## config.mk

```make
export PLATFORM = sky130hd
export DESIGN_NAME = spi_arb
export DESIGN_NICKNAME = d
export VERILOG_FILES = /design/src/rtl/spi_arb_pkg.sv /design/src/rtl/spi_arb_rr_arb2.sv /design/src/rtl/spi_arb.sv
export SDC_FILE = /design/constraint.sdc
export NUM_CORES = 1
export LEC_CHECK = 0
export ABC_CLOCK_PERIOD_IN_PS = 1920
export CORE_ASPECT_RATIO = 0.7
export CORE_UTILIZATION = 35
export DETAILED_ROUTE_END_ITERATION = 12
export HOLD_SLACK_MARGIN = 0.05
export MAX_ROUTING_LAYER = met4
export PLACE_DENSITY = 0.67
export SETUP_SLACK_MARGIN = 0.02
export SYNTH_ARGS = -nofsm -noshare
export SYNTH_HDL_FRONTEND = slang
export SYNTH_SLANG_ARGS = --single-unit
export TNS_END_PERCENT = 30
```

## constraint.sdc

```tcl
create_clock -name clk -period 1.92 [get_ports clk]
set_input_delay 0.192 -clock clk [delete_from_list [all_inputs] [get_ports clk]]
set_output_delay 0.192 -clock clk [all_outputs]
set_load 0.01 [all_outputs]
```

## src/rtl/spi_arb_pkg.sv

```systemverilog
`default_nettype none
// ============================================================================
// Module   : spi_arb_pkg
// Brief    : Shared types and constants for the SPI client arbiter.
// Revision : 1.0
// ============================================================================
package spi_arb_pkg;

    typedef enum logic [1:0] {
        S_IDLE  = 2'd0,
        S_ISSUE = 2'd1,
        S_BUSY  = 2'd2,
        S_GAP   = 2'd3
    } state_t;

    localparam int REQ_A2D   = 0;
    localparam int REQ_INERT = 1;
    localparam int NREQ      = 2;
    localparam int CMD_W     = 16;

endpackage
`default_nettype wire

```

## src/rtl/spi_arb_rr_arb2.sv

```systemverilog
`default_nettype none
// ============================================================================
// Module   : rr_arb2
// Brief    : Combinational 2-way round-robin picker; last = index served last.
// Revision : 1.0
// ============================================================================
module rr_arb2
    import spi_arb_pkg::*;
(
    input  logic [NREQ-1:0] req,
    input  logic            last,
    output logic [NREQ-1:0] win,
    output logic            valid
);

    always_comb begin
        win   = '0;
        valid = |req;
        case (req)
            2'b01:   win = 2'b01;
            2'b10:   win = 2'b10;
            // On a tie, the requester not served last goes first.
            2'b11:   win = last ? 2'b01 : 2'b10;
            default: win = '0;
        endcase
    end

endmodule
`default_nettype wire

```

## src/rtl/spi_arb.sv

```systemverilog
`default_nettype none
// ============================================================================
// Module   : spi_arb
// Brief    : Round-robin sharing of one SPI master between A2D and inertial.
// Revision : 1.0
// ============================================================================
module spi_arb
    import spi_arb_pkg::*;
#(
    parameter int GAP     = 4,
    parameter int TIMEOUT = 1024
) (
    input  logic              clk,
    input  logic              rst,
    input  logic [NREQ-1:0]   req,
    input  logic [CMD_W-1:0]  cmd0,
    input  logic [CMD_W-1:0]  cmd1,
    output logic [NREQ-1:0]   gnt,
    output logic [NREQ-1:0]   done,
    output logic              err,
    output logic [CMD_W-1:0]  rd_data,
    output logic              spi_wrt,
    output logic [CMD_W-1:0]  spi_cmd,
    input  logic              spi_done,
    input  logic [CMD_W-1:0]  spi_rd_data,
    input  logic              spi_ss_n,
    output logic [NREQ-1:0]   ss_n
);

    localparam logic [11:0] C_TMO_LAST = 12'(TIMEOUT - 1);
    localparam logic [3:0]  C_GAP_LAST = 4'(GAP - 1);

    state_t              r_state;
    state_t              w_state_nxt;
    logic [NREQ-1:0]     r_gnt;
    logic                r_idx;
    logic                r_ptr;
    logic [NREQ-1:0]     r_done;
    logic                r_err;
    logic [CMD_W-1:0]    r_rd_data;
    logic                r_spi_wrt;
    logic [CMD_W-1:0]    r_spi_cmd;
    logic [11:0]         r_tcnt;
    logic [3:0]          r_gcnt;
    logic [NREQ-1:0]     w_win;
    logic                w_valid;
    logic                w_tmo;

    rr_arb2 u_rr (
        .req   (req),
        .last  (r_ptr),
        .win   (w_win),
        .valid (w_valid)
    );

    assign w_tmo = (r_tcnt == C_TMO_LAST);

    always_comb begin
        w_state_nxt = r_state;
        case (r_state)
            S_IDLE:  if (w_valid) w_state_nxt = S_ISSUE;
            S_ISSUE: w_state_nxt = S_BUSY;
            S_BUSY:  if (spi_done || w_tmo) w_state_nxt = S_GAP;
            S_GAP:   if (r_gcnt == C_GAP_LAST) w_state_nxt = S_IDLE;
            default: w_state_nxt = S_IDLE;
        endcase
    end

    always_ff @(posedge clk) begin
        if (rst) r_state <= S_IDLE;
        else     r_state <= w_state_nxt;
    end

    always_ff @(posedge clk) begin
        if (rst) begin
            r_gnt     <= '0;
            r_idx     <= 1'b0;
            r_ptr     <= 1'b1;
            r_done    <= '0;
            r_err     <= 1'b0;
            r_rd_data <= '0;
            r_spi_wrt <= 1'b0;
            r_spi_cmd <= '0;
            r_tcnt    <= '0;
            r_gcnt    <= '0;
        end else begin
            r_spi_wrt <= 1'b0;
            r_done    <= '0;
            case (r_state)
                S_IDLE: begin
                    if (w_valid) begin
                        r_gnt     <= w_win;
                        r_idx     <= w_win[REQ_INERT];
                        r_spi_cmd <= w_win[REQ_INERT] ? cmd1 : cmd0;
                    end
                end
                S_ISSUE: begin
                    r_spi_wrt <= 1'b1;
                    r_tcnt    <= '0;
                end
                S_BUSY: begin
                    if (r_tcnt != '1) r_tcnt <= r_tcnt + 12'd1;
                    // A real completion beats a simultaneous timeout.
                    if (spi_done) begin
                        r_rd_data <= spi_rd_data;
                        r_err     <= 1'b0;
                        r_done    <= r_gnt;
                        r_ptr     <= r_idx;
                        r_gcnt    <= '0;
                    end else if (w_tmo) begin
                        r_rd_data <= '0;
                        r_err     <= 1'b1;
                        r_done    <= r_gnt;
                        r_ptr     <= r_idx;
                        r_gcnt    <= '0;
                    end
                end
                S_GAP: begin
                    r_gnt <= '0;
                    if (r_gcnt != '1) r_gcnt <= r_gcnt + 4'd1;
                end
                default: r_gnt <= '0;
            endcase
        end
    end

    always_comb begin
        ss_n = '1;
        if (|r_gnt) ss_n[r_idx] = spi_ss_n;
    end

    assign gnt     = r_gnt;
    assign done    = r_done;
    assign err     = r_err;
    assign rd_data = r_rd_data;
    assign spi_wrt = r_spi_wrt;
    assign spi_cmd = r_spi_cmd;

endmodule
`default_nettype wire
```

Word-level counts from Yosys, hierarchy flattened
Index checks and enable logic that the tools add are counted.
W data, S select, Z words.
{"block": "totals", "ff_bits": 58, "out_inout_bits": 40, "inputBits": 54, "wordCells": 77}
{"block": "classes", "n_reduce_logical": 16, "magnitude_cmp": 2, "n_eq_ne": 16, "n_bitwise": 3, "mux": 27, "addsub": 2}
{"operator": "$mux W16", "count": 3}
{"operator": "$pmux W12 S2", "count": 1}
{"operator": "$mux W2", "count": 8}
{"operator": "$add A12 B1 Y12 const B", "count": 1}
{"operator": "$eq A12 B10 Y1 const B", "count": 1}
{"operator": "$mux W12", "count": 1}
{"operator": "$mux W4", "count": 3}
{"operator": "$ne A12 B12 Y1 const B", "count": 1}
{"operator": "$eq A2 B2 Y1 const B", "count": 4}
{"operator": "$ne A2 B2 Y1 const B", "count": 4}
{"operator": "$pmux W2 S4", "count": 1}
{"operator": "$pmux W4 S2", "count": 1}
{"operator": "$reduce_and A2 Y1", "count": 4}
{"operator": "$reduce_bool A2 Y1", "count": 4}
{"operator": "$mux W1", "count": 6}
{"operator": "$pmux W2 S3", "count": 1}
{"operator": "$reduce_and A3 Y1", "count": 2}
{"operator": "$reduce_or A2 Y1", "count": 3}
{"operator": "$add A4 B1 Y4 const B", "count": 1}
{"operator": "$eq A2 B1 Y1 const B", "count": 2}
{"operator": "$eq A4 B2 Y1 const B", "count": 1}
{"operator": "$ne A4 B4 Y1 const B", "count": 1}
{"operator": "$pmux W2 S2", "count": 1}
{"operator": "$ne A3 B3 Y1 const B", "count": 1}
{"operator": "other kinds (10)", "count": 10}

Longest topological paths before layout
Gate-level depths: netlist (run 1).
{"block": "depth", "depth_word": 7, "mapped_depth": 8, "ltp_nobuf": 6}

Hierarchy
From an unflattened synthesis (run 1), not the netlist that was laid out.
{"block": "unflattened", "hier_cells": 267, "hier_area_um2": 2573.7}
{"mod": "spi_arb", "seq_area_each_um2": 1161.1, "cells_per_inst": 263, "area_per_inst_um2": 2548.7, "instances": 1}
{"mod": "rr_arb2", "seq_area_each_um2": 0.0, "cells_per_inst": 4, "area_per_inst_um2": 25.0, "instances": 1}

Worst setup path before layout (run 1)
OpenSTA, ideal clock, no wires.
{"block": "synth_path", "path_type": "reg2reg", "start": "register r_state[0]", "end": "register r_rd_data[10], in the netlist rd_data[10]", "slack_ns": -0.061, "t_required_ns": 1.803, "arrival_ns": 1.865, "period_less_slack_ns": 1.981, "path_stages_with_launch": 9, "setup_time_ns": 0.117, "n_path_buf": 2, "path_cell_list": "dfxtp_1 > inv_1 > ha_1 > buf_2 > or3b_1 > o41ai_2 > nor2_1 > buf_2 > a22o_1"}
{"block": "synth_between", "elab_chain_cells": 2}
{"item": "start: declaration", "line": "spi_arb.sv:33", "source": "state_t r_state;"}
{"item": "start signal: assignment", "line": "spi_arb.sv:71", "source": "else r_state <= w_state_nxt;"}
{"item": "$eq A2 B2 Y1", "line": "spi_arb.sv:89", "source": "case (r_state)"}
{"item": "$reduce_and A2 Y1 (no source line)"}
{"item": "end signal: assignment", "line": "spi_arb.sv:105", "source": "r_rd_data <= spi_rd_data;"}
{"item": "end: declaration", "line": "spi_arb.sv:40", "source": "logic [CMD_W-1:0] r_rd_data;"}
No other way between the ends.
A chain may end at the register's enable or synchronous reset.

Worst setup path after layout (run 1)
{"block": "layout_path", "start": "register r_state[1]", "end": "register r_rd_data[1], in the netlist rd_data[1]"}
Same word-level chain as after synthesis.

==> summary.md, run 1 <==
| Metric | Value |
|---|---|
| Clk pwr share | `31.7%` |
| Required @ worst endpoint | `between 2000 and 2500 ps` |
| Num rows | `26` |
| Switching part of the total power | `30.4%` |
| Startpoint Class | `register` |
| Vias post-DR | `2501` |
| Initial antenna violation count | `0` |
| Nets | `between 400 and 500` |
| Synth top area share | `43.8%` |
| Non-Filler Instances | `485` |
| Final setup skew | `10.3 ps` |
| Hold slack | `~460 ps` |
| Die height | `roughly 75 µm` |
| Commonest non-fill, non-tap cell in the layout | `clkdlybuf4s50_1` |
| Final hold vios | `0` |
| Total power | `4.38 mW` |
| Ant diodes | `0` |
| First-pass GRT wire length | `10600 µm` |
| Drt pass-1 iters | `4` |
| Syn Area/Cell | `between 9 and 10 µm²` |
| Residual DRC | `0` |
| Wirelength per Cell | `13.8 µm` |
| RSZ-0062 raised after global routing | `yes` |
| Dominant synthesized flop cell | `dfxtp_1` |
| Crit end category | `register` |
| Die area | `0.00793 mm²` |
| Final setup viols | `0` |
| Mapped Nets | `between 300 and 400` |
| Routability cong. | `0.786` |
| Pwr/cell area | `between 1000 and 1500 mW/mm²` |
| Max Slew Vio Count | `0` |
| Fin crit share | `95.0%` |
| Reg2reg setup slack | `100 ps` |
| Synth Cell Area | `0.00265 mm²` |
| Post-CTS Repair Setup Buffers | `0` |
| CORE AREA | `approximately 0.0073 mm²` |
| HP Class | `input port to register` |
| Seq/Total Area, Yosys | `43.8%` |
| CTS sink cnt | `58` |
| Fmax | `548 MHz` |
| Max VDD drop | `0.505 mV` |
| Sequential Power Share | `35.6%` |
| CP arrival | `2040 ps` |
| Drt total wl | `6700 µm` |
| Placement Cell Area | `~0.0038 mm²` |
| Synth area leaders | `dfxtp_1 (44%), mux2i_1 (6.0%), a211oi_1 (5.4%)` |
| Largest net degree at the start of global routing | `36` |
| Yosys warning count | `0` |
| Clock Root Buffer | `clkbuf_8` |
| Synthesized netlist cell count | `281` |
| Bufs on Longest Clock Path | `2` |
| Most frequent cells in the layout | `clkdlybuf4s50_1 (93), dfxtp_1 (56), nor2_1 (32), a211oi_1 (19)` |
| Combinational share of power | `32.7%` |
| CTS tree | `built` |
| H-tree levels | `3` |
| IO Pins | `94` |
| Port bufs | `93` |
| Area delta synth->final | `53.5%` |
| Net Switching | `1.33 mW` |
| Vias in the first global route | `2177` |
| GRT Overall Usage | `17.7%` |
| Routed Antenna Nets | `0` |
| Vias/cell | `5.16` |
| Slew HR | `66.8%` |
| Critical setup path kind | `register to register` |
| Status | `complete, no violations` |
| Synth cell types | `50` |
| CTS Buf Count | `9` |
| Max-capacitance violation count | `0` |
| #FFs+latches synth | `58` |
| Final instance area | `0.00407 mm²` |
| Initial Util | `36.2%` |
| Layout filler cell count | `around 660` |
| Post-synth EDFFs | `0` |
| Clk pin slew, worst setup/hold paths | `roughly 70 ps` |
| Worst Path Max Fanout | `16` |
| 1st-iter DRT viols | `between 100 and 150` |
| Slew @ Worst Pin | `496 ps` |
| GRT Residual Overflow | `0` |
| Die Wd | `106 µm` |
| Tmin final | `1820 ps` |
| Post-synth ARST share | `0%` |
| Fin util | `between 50% and 60%` |
| Yosys top cell by area | `dfxtp_1` |
| DP HPWL | `4760 µm` |
| Number of placed instances with taps included | `469` |
| Cell-internal power | `3.05 mW` |
| Leak | `~1.6 nW` |
| Share of layout cells above drive strength 1 | `12.9%` |
| Clk Latency, worst-skew pair | `330 ps` |
critical path: stages (launching register included):
cell and delay (ps):
dfxtp_1 400, ha_4 160, or3b_4 380, o41ai_4 410
nor2_4 160, a22o_1 210
routing by layer:
layer | vias up | GRT usage (%) | share of wire [%]
li1 | 1263 | - | -
met1 | 1139 | 24.2 | 50
met2 | 95 | 24.7 | 41
met3 | 4 | 4.94 | 7.9
met4 | 0 | 6.79 | 0.78
met5 | - | - | 0
per-stage QoR:
| stage | worst slack (ps) | TNS (ps) |
|---|---|---|
| 2_1_floorplan | -15.4 | -154 |
| 3_3_place_gp | 132 | 0 |
| 3_5_place_dp | 51.2 | 0 |
| 4_1_cts | 31.3 | 0 |
| 5_1_grt | 8.80 | 0 |
| 6_report | 96.3 | 0 |
worst paths after layout:
kind	start	cells past startpoint	to
worst max-delay path	r_state[1]$_SDFFE_PP0P_	5	rd_data[1]$_SDFFE_PP0P_
worst min-delay path	spi_rd_data[8]	2	rd_data[8]$_SDFFE_PP0P_
worst max register to register	r_state[1]$_SDFFE_PP0P_	5	rd_data[1]$_SDFFE_PP0P_
worst min register to register	rd_data[3]$_SDFFE_PP0P_	1	rd_data[3]$_SDFFE_PP0P_
registers in the layout, indices dropped and copies added (netlist names), 2 cells and up:
signal and flops:
gnt 2, rd_data 16, r_gcnt 4, r_tcnt 12, spi_cmd 16, done 2
r_state 2
logic make-up after synthesis:
group | share of synthesized area [%]
buffers and inverters | 3.78
multiplexers | 6.47
adder cells (fa/ha/maj) | 3.30
AO/OA/AOI/OAI | 23.5
flip-flops | 43.8
AND/OR/NAND/NOR | 19.2
power groups by stage:
stage,Sequential (mW),Clock [mW],Combinational (mW)
after global routing,1.59,1.48,1.56
after detailed placement,1.59,0,1.42
after CTS,1.56,1.42,1.43
after floorplan,1.65,0,0.658
after global placement,1.58,0,1.40
final,1.56,1.39,1.43
cell type report:
class	instances	area (µm²)	area share [%]
multi-input cells	198	1440	35.4
clock inverters	7	125	3.08
clock buffers	9	124	3.04
well taps	98	123	3.01
flip-flops and latches	58	1160	28.6
repair buffers	108	1070	26.3
inverters	7	26.3	0.646
repair_timing:
item,4_1_cts,5_1_grt
gates resized for setup,0,4
hold buffers,0,0
setup endpoints to repair,0,21
endpoints found under the hold margin,0,0
Yosys cell counts (2+ instances only):
master and count:
and4_1 4, inv_2 2, ha_1 7, a41o_1 3, a31oi_1 7, a22o_1 16
nor3_1 5, nand4_1 5, nand3b_1 2, o311ai_0 2, inv_1 5, nand4b_1 4
nand3_1 4, and3_1 3, nor2_1 33, a22oi_1 3, buf_2 5, clkbuf_1 12
and2_1 4, nor2b_1 3, nand2b_1 2, a211oi_1 19, a21o_1 2, o21ai_0 8
a21oi_1 9, dfxtp_1 58, mux2i_1 16, nand2_1 16
Power figures use the tool's default switching activity.
==> run 2, diff against run 1 <==
--- a/config.mk
+++ b/config.mk
@@ -8,6 +8,7 @@
 export ABC_CLOCK_PERIOD_IN_PS = 1920
 export CORE_ASPECT_RATIO = 0.7
 export CORE_UTILIZATION = 35
+export CTS_CLUSTER_SIZE = 25
 export DETAILED_ROUTE_END_ITERATION = 12
 export HOLD_SLACK_MARGIN = 0.05
 export MAX_ROUTING_LAYER = met4
==> results of run 2 <==
The final DEF is identical to that of run 1; final timing and power are the same.
==> run 3, diff against run 2 <==
--- a/config.mk
+++ b/config.mk
@@ -10,6 +10,7 @@
 export CORE_UTILIZATION = 35
 export CTS_CLUSTER_SIZE = 25
 export DETAILED_ROUTE_END_ITERATION = 12
+export GPL_TIMING_DRIVEN = 0
 export HOLD_SLACK_MARGIN = 0.05
 export MAX_ROUTING_LAYER = met4
 export PLACE_DENSITY = 0.67
==> summary.md, run 3 (synthesis results as in run 1) <==
| Metric | Value |
|---|---|
| Status | `complete, no violations` |
| Nets | `453 (+2.3%)` |
| Required @ worst endpoint | `2140 ps (about the same)` |
| Clk pwr share | `29.6% (-2.1 points)` |
| Fin crit share | `99.7% (+4.7 points)` |
| Die Wd | `106 µm (unchanged)` |
| Num rows | `26 (unchanged)` |
| Tmin final | `1910 ps (+89.7 ps)` |
| Clock Root Buffer | `clkbuf_8` |
| Initial antenna violation count | `0 (unchanged)` |
| Final instance area | `0.00411 mm² (+1.0%)` |
| Max VDD drop | `0.552 mV (+9.2%)` |
| Max-capacitance violation count | `0 (unchanged)` |
| Leak | `1.58 nW (+1.1%)` |
| First-pass GRT wire length | `11300 µm (+7.1%)` |
| Commonest non-fill, non-tap cell in the layout | `clkdlybuf4s50_1` |
| Most frequent cells in the layout | `clkdlybuf4s50_1 (92), dfxtp_1 (49), nor2_1 (32), a211oi_1 (19)` |
| Startpoint Class | `register` |
| Crit end category | `register` |
| Fmax | `523 MHz (-4.7%)` |
| GRT Residual Overflow | `0 (unchanged)` |
| Die height | `74.8 µm (unchanged)` |
| Final setup skew | `9.03 ps (-1.24 ps)` |
| Fin util | `56.2% (+0.56 points)` |
| IO Pins | `94 (unchanged)` |
| RSZ-0062 raised after global routing | `yes` |
| Vias post-DR | `2531 (+1.2%)` |
| Routed Antenna Nets | `0 (unchanged)` |
| Port bufs | `92 (-1.1%)` |
| Max Slew Vio Count | `0 (unchanged)` |
| Residual DRC | `0 (unchanged)` |
| Routability cong. | `0.786 (about the same)` |
| Drt total wl | `7220 µm (+7.8%)` |
| Net Switching | `1.33 mW (-0.23%)` |
| Crit path max-delay family | `compound AO/OA/AOI/OAI gates` |
| Worst Path Max Fanout | `7 (-9)` |
| Pwr/cell area | `1050 mW/mm² (-2.0%)` |
| CP arrival | `2140 ps (+100 ps)` |
| Drt pass-1 iters | `4 (unchanged)` |
| CTS sink cnt | `58 (unchanged)` |
| Cell-internal power | `3.01 mW (-1.3%)` |
| Vias/cell | `5.11 (-0.84%)` |
| Total power | `4.33 mW (-0.99%)` |
| CTS tree | `built` |
| Share of layout cells above drive strength 1 | `14.1% (+1.2 points)` |
| H-tree levels | `3 (unchanged)` |
| Bufs on Longest Clock Path | `2 (unchanged)` |
| Clk Latency, worst-skew pair | `340 ps (about the same)` |
| Sum Neg Setup Slack | `0 ps (unchanged)` |
| Slew HR | `62.9% (-3.9 points)` |
| Ant diodes | `0 (unchanged)` |
| Final setup viols | `0 (unchanged)` |
| Sequential Power Share | `36.4% (+0.8 points)` |
| Combinational share of power | `34.0% (+1.3 points)` |
| CTS Buf Count | `9 (unchanged)` |
| Wirelength per Cell | `14.6 µm (+5.6%)` |
| Area delta synth->final | `55.0%` |
| Placement Cell Area | `0.00374 mm² (-1.8%)` |
| GRT Overall Usage | `19.0% (+1.3 points)` |
| HP Class | `input port to register` |
| 1st-iter DRT viols | `91 (-31%)` |
| Initial Util | `36.2% (unchanged)` |
| Switching part of the total power | `30.6% (+0.23 points)` |
| Die area | `0.00793 mm² (unchanged)` |
| Largest net degree at the start of global routing | `11 (-69%)` |
| CP max stage cell | `or3b_4` |
| CORE AREA | `0.00732 mm² (unchanged)` |
| Critical setup path kind | `register to register` |
| Clk pin slew, worst setup/hold paths | `60 ps (about the same)` |
| DP HPWL | `5230 µm (+9.8%)` |
| Slew @ Worst Pin | `554 ps (+58.0 ps)` |
| Buf/Inv on CP | `2 (+2)` |
| Vias in the first global route | `2325 (+6.8%)` |
| CP Cell Sequence | `inv_4 -> ha_4 -> or3b_4 -> o41ai_4 -> nor2_4 -> buf_4 -> a22o_1` |
| Largest stage delay, worst path | `390 ps (-20 ps)` |
| Final hold vios | `0 (unchanged)` |
==> run 3: changes by cell type in the layout (fill, tap and decap cells not counted), moves of 3 or more <==
| cell | delta |
|---|---|
| dfxtp_1 | -7 |
| buf_2 | +3 |
| dfxtp_2 | +5 |
| clkbuf_1 | +10 |
| buf_4 | -6 |
==> run 3: power by group through the flow <==
stage	Sequential (mW)	Combinational, mW	Clock [mW]
after detailed placement	1.59	1.40	0
after CTS	1.57	1.43	1.30
final	1.58	1.47	1.28
after global placement	1.58	1.39	0
after floorplan	1.65	0.658	0
after global routing	1.61	1.63	1.36
==> run 3: worst register-to-register path: stages, from the launching register on <==
cell     delay [ps]
dfxtp_4         350
inv_4            70
ha_4            160
or3b_4          400
o41ai_4         380
nor2_4          110
buf_4           170
a22o_1          170
==> run 3: cell type report <==
class	count	area [µm²]
Clock buffer	12	155
Inverter	7	28.8
Buffer	17	85.1
Tap cell	98	123
Clock inverter	4	73.8
Sequential cell	58	1180
Multi-Input combinational cell	198	1450
Timing Repair Buffer	101	1020
Fill cell	665	3210
==> run 3: per-stage QoR <==
stage / instances / hold WS (ps) / setup WS, ps
6_report: 495 / 378 / 6.61
5_1_grt: 495 / 433 / -60.5
4_1_cts: 492 / 379 / 15.6
3_5_place_dp: 471 / 455 / -229
3_3_place_gp: 471 / 456 / -201
2_1_floorplan: 281 / 325 / -15.4
==> run 3: final timing paths <==
check / startpoint / cells after the start / to / slack (ps)
worst max-delay path: r_state[0]$_SDFFE_PP0P_ / 7 / rd_data[1]$_SDFFE_PP0P_ / 7
worst min-delay path: rst / 2 / spi_wrt$_SDFF_PP0_ / 380
worst max register to register: r_state[0]$_SDFFE_PP0P_ / 7 / rd_data[1]$_SDFFE_PP0P_ / 7
worst min register to register: rd_data[15]$_SDFFE_PP0P_ / 1 / rd_data[15]$_SDFFE_PP0P_ / 480
==> run 3: metal layers <==
| metal | track usage [%] | wire (µm) | vias to the layer above |
|---|---|---|---|
| met5 | - | 0 | - |
| met4 | 7.25 | 86 | 0 |
| met3 | 5.19 | 443 | 11 |
| met2 | 26.7 | 3110 | 84 |
| met1 | 26.0 | 3590 | 1153 |
| li1 | - | - | 1283 |
==> run 3: repair_timing <==
item / 4_1_cts / 5_1_grt
buffers inserted: 5 / 3
cloned: 0 / 1
endpoints found under the setup margin: 32 / 45
pin swaps: 2 / 2
resized for setup: 8 / 21
hold buffers: 0 / 0
hold endpoints to repair: 0 / 0
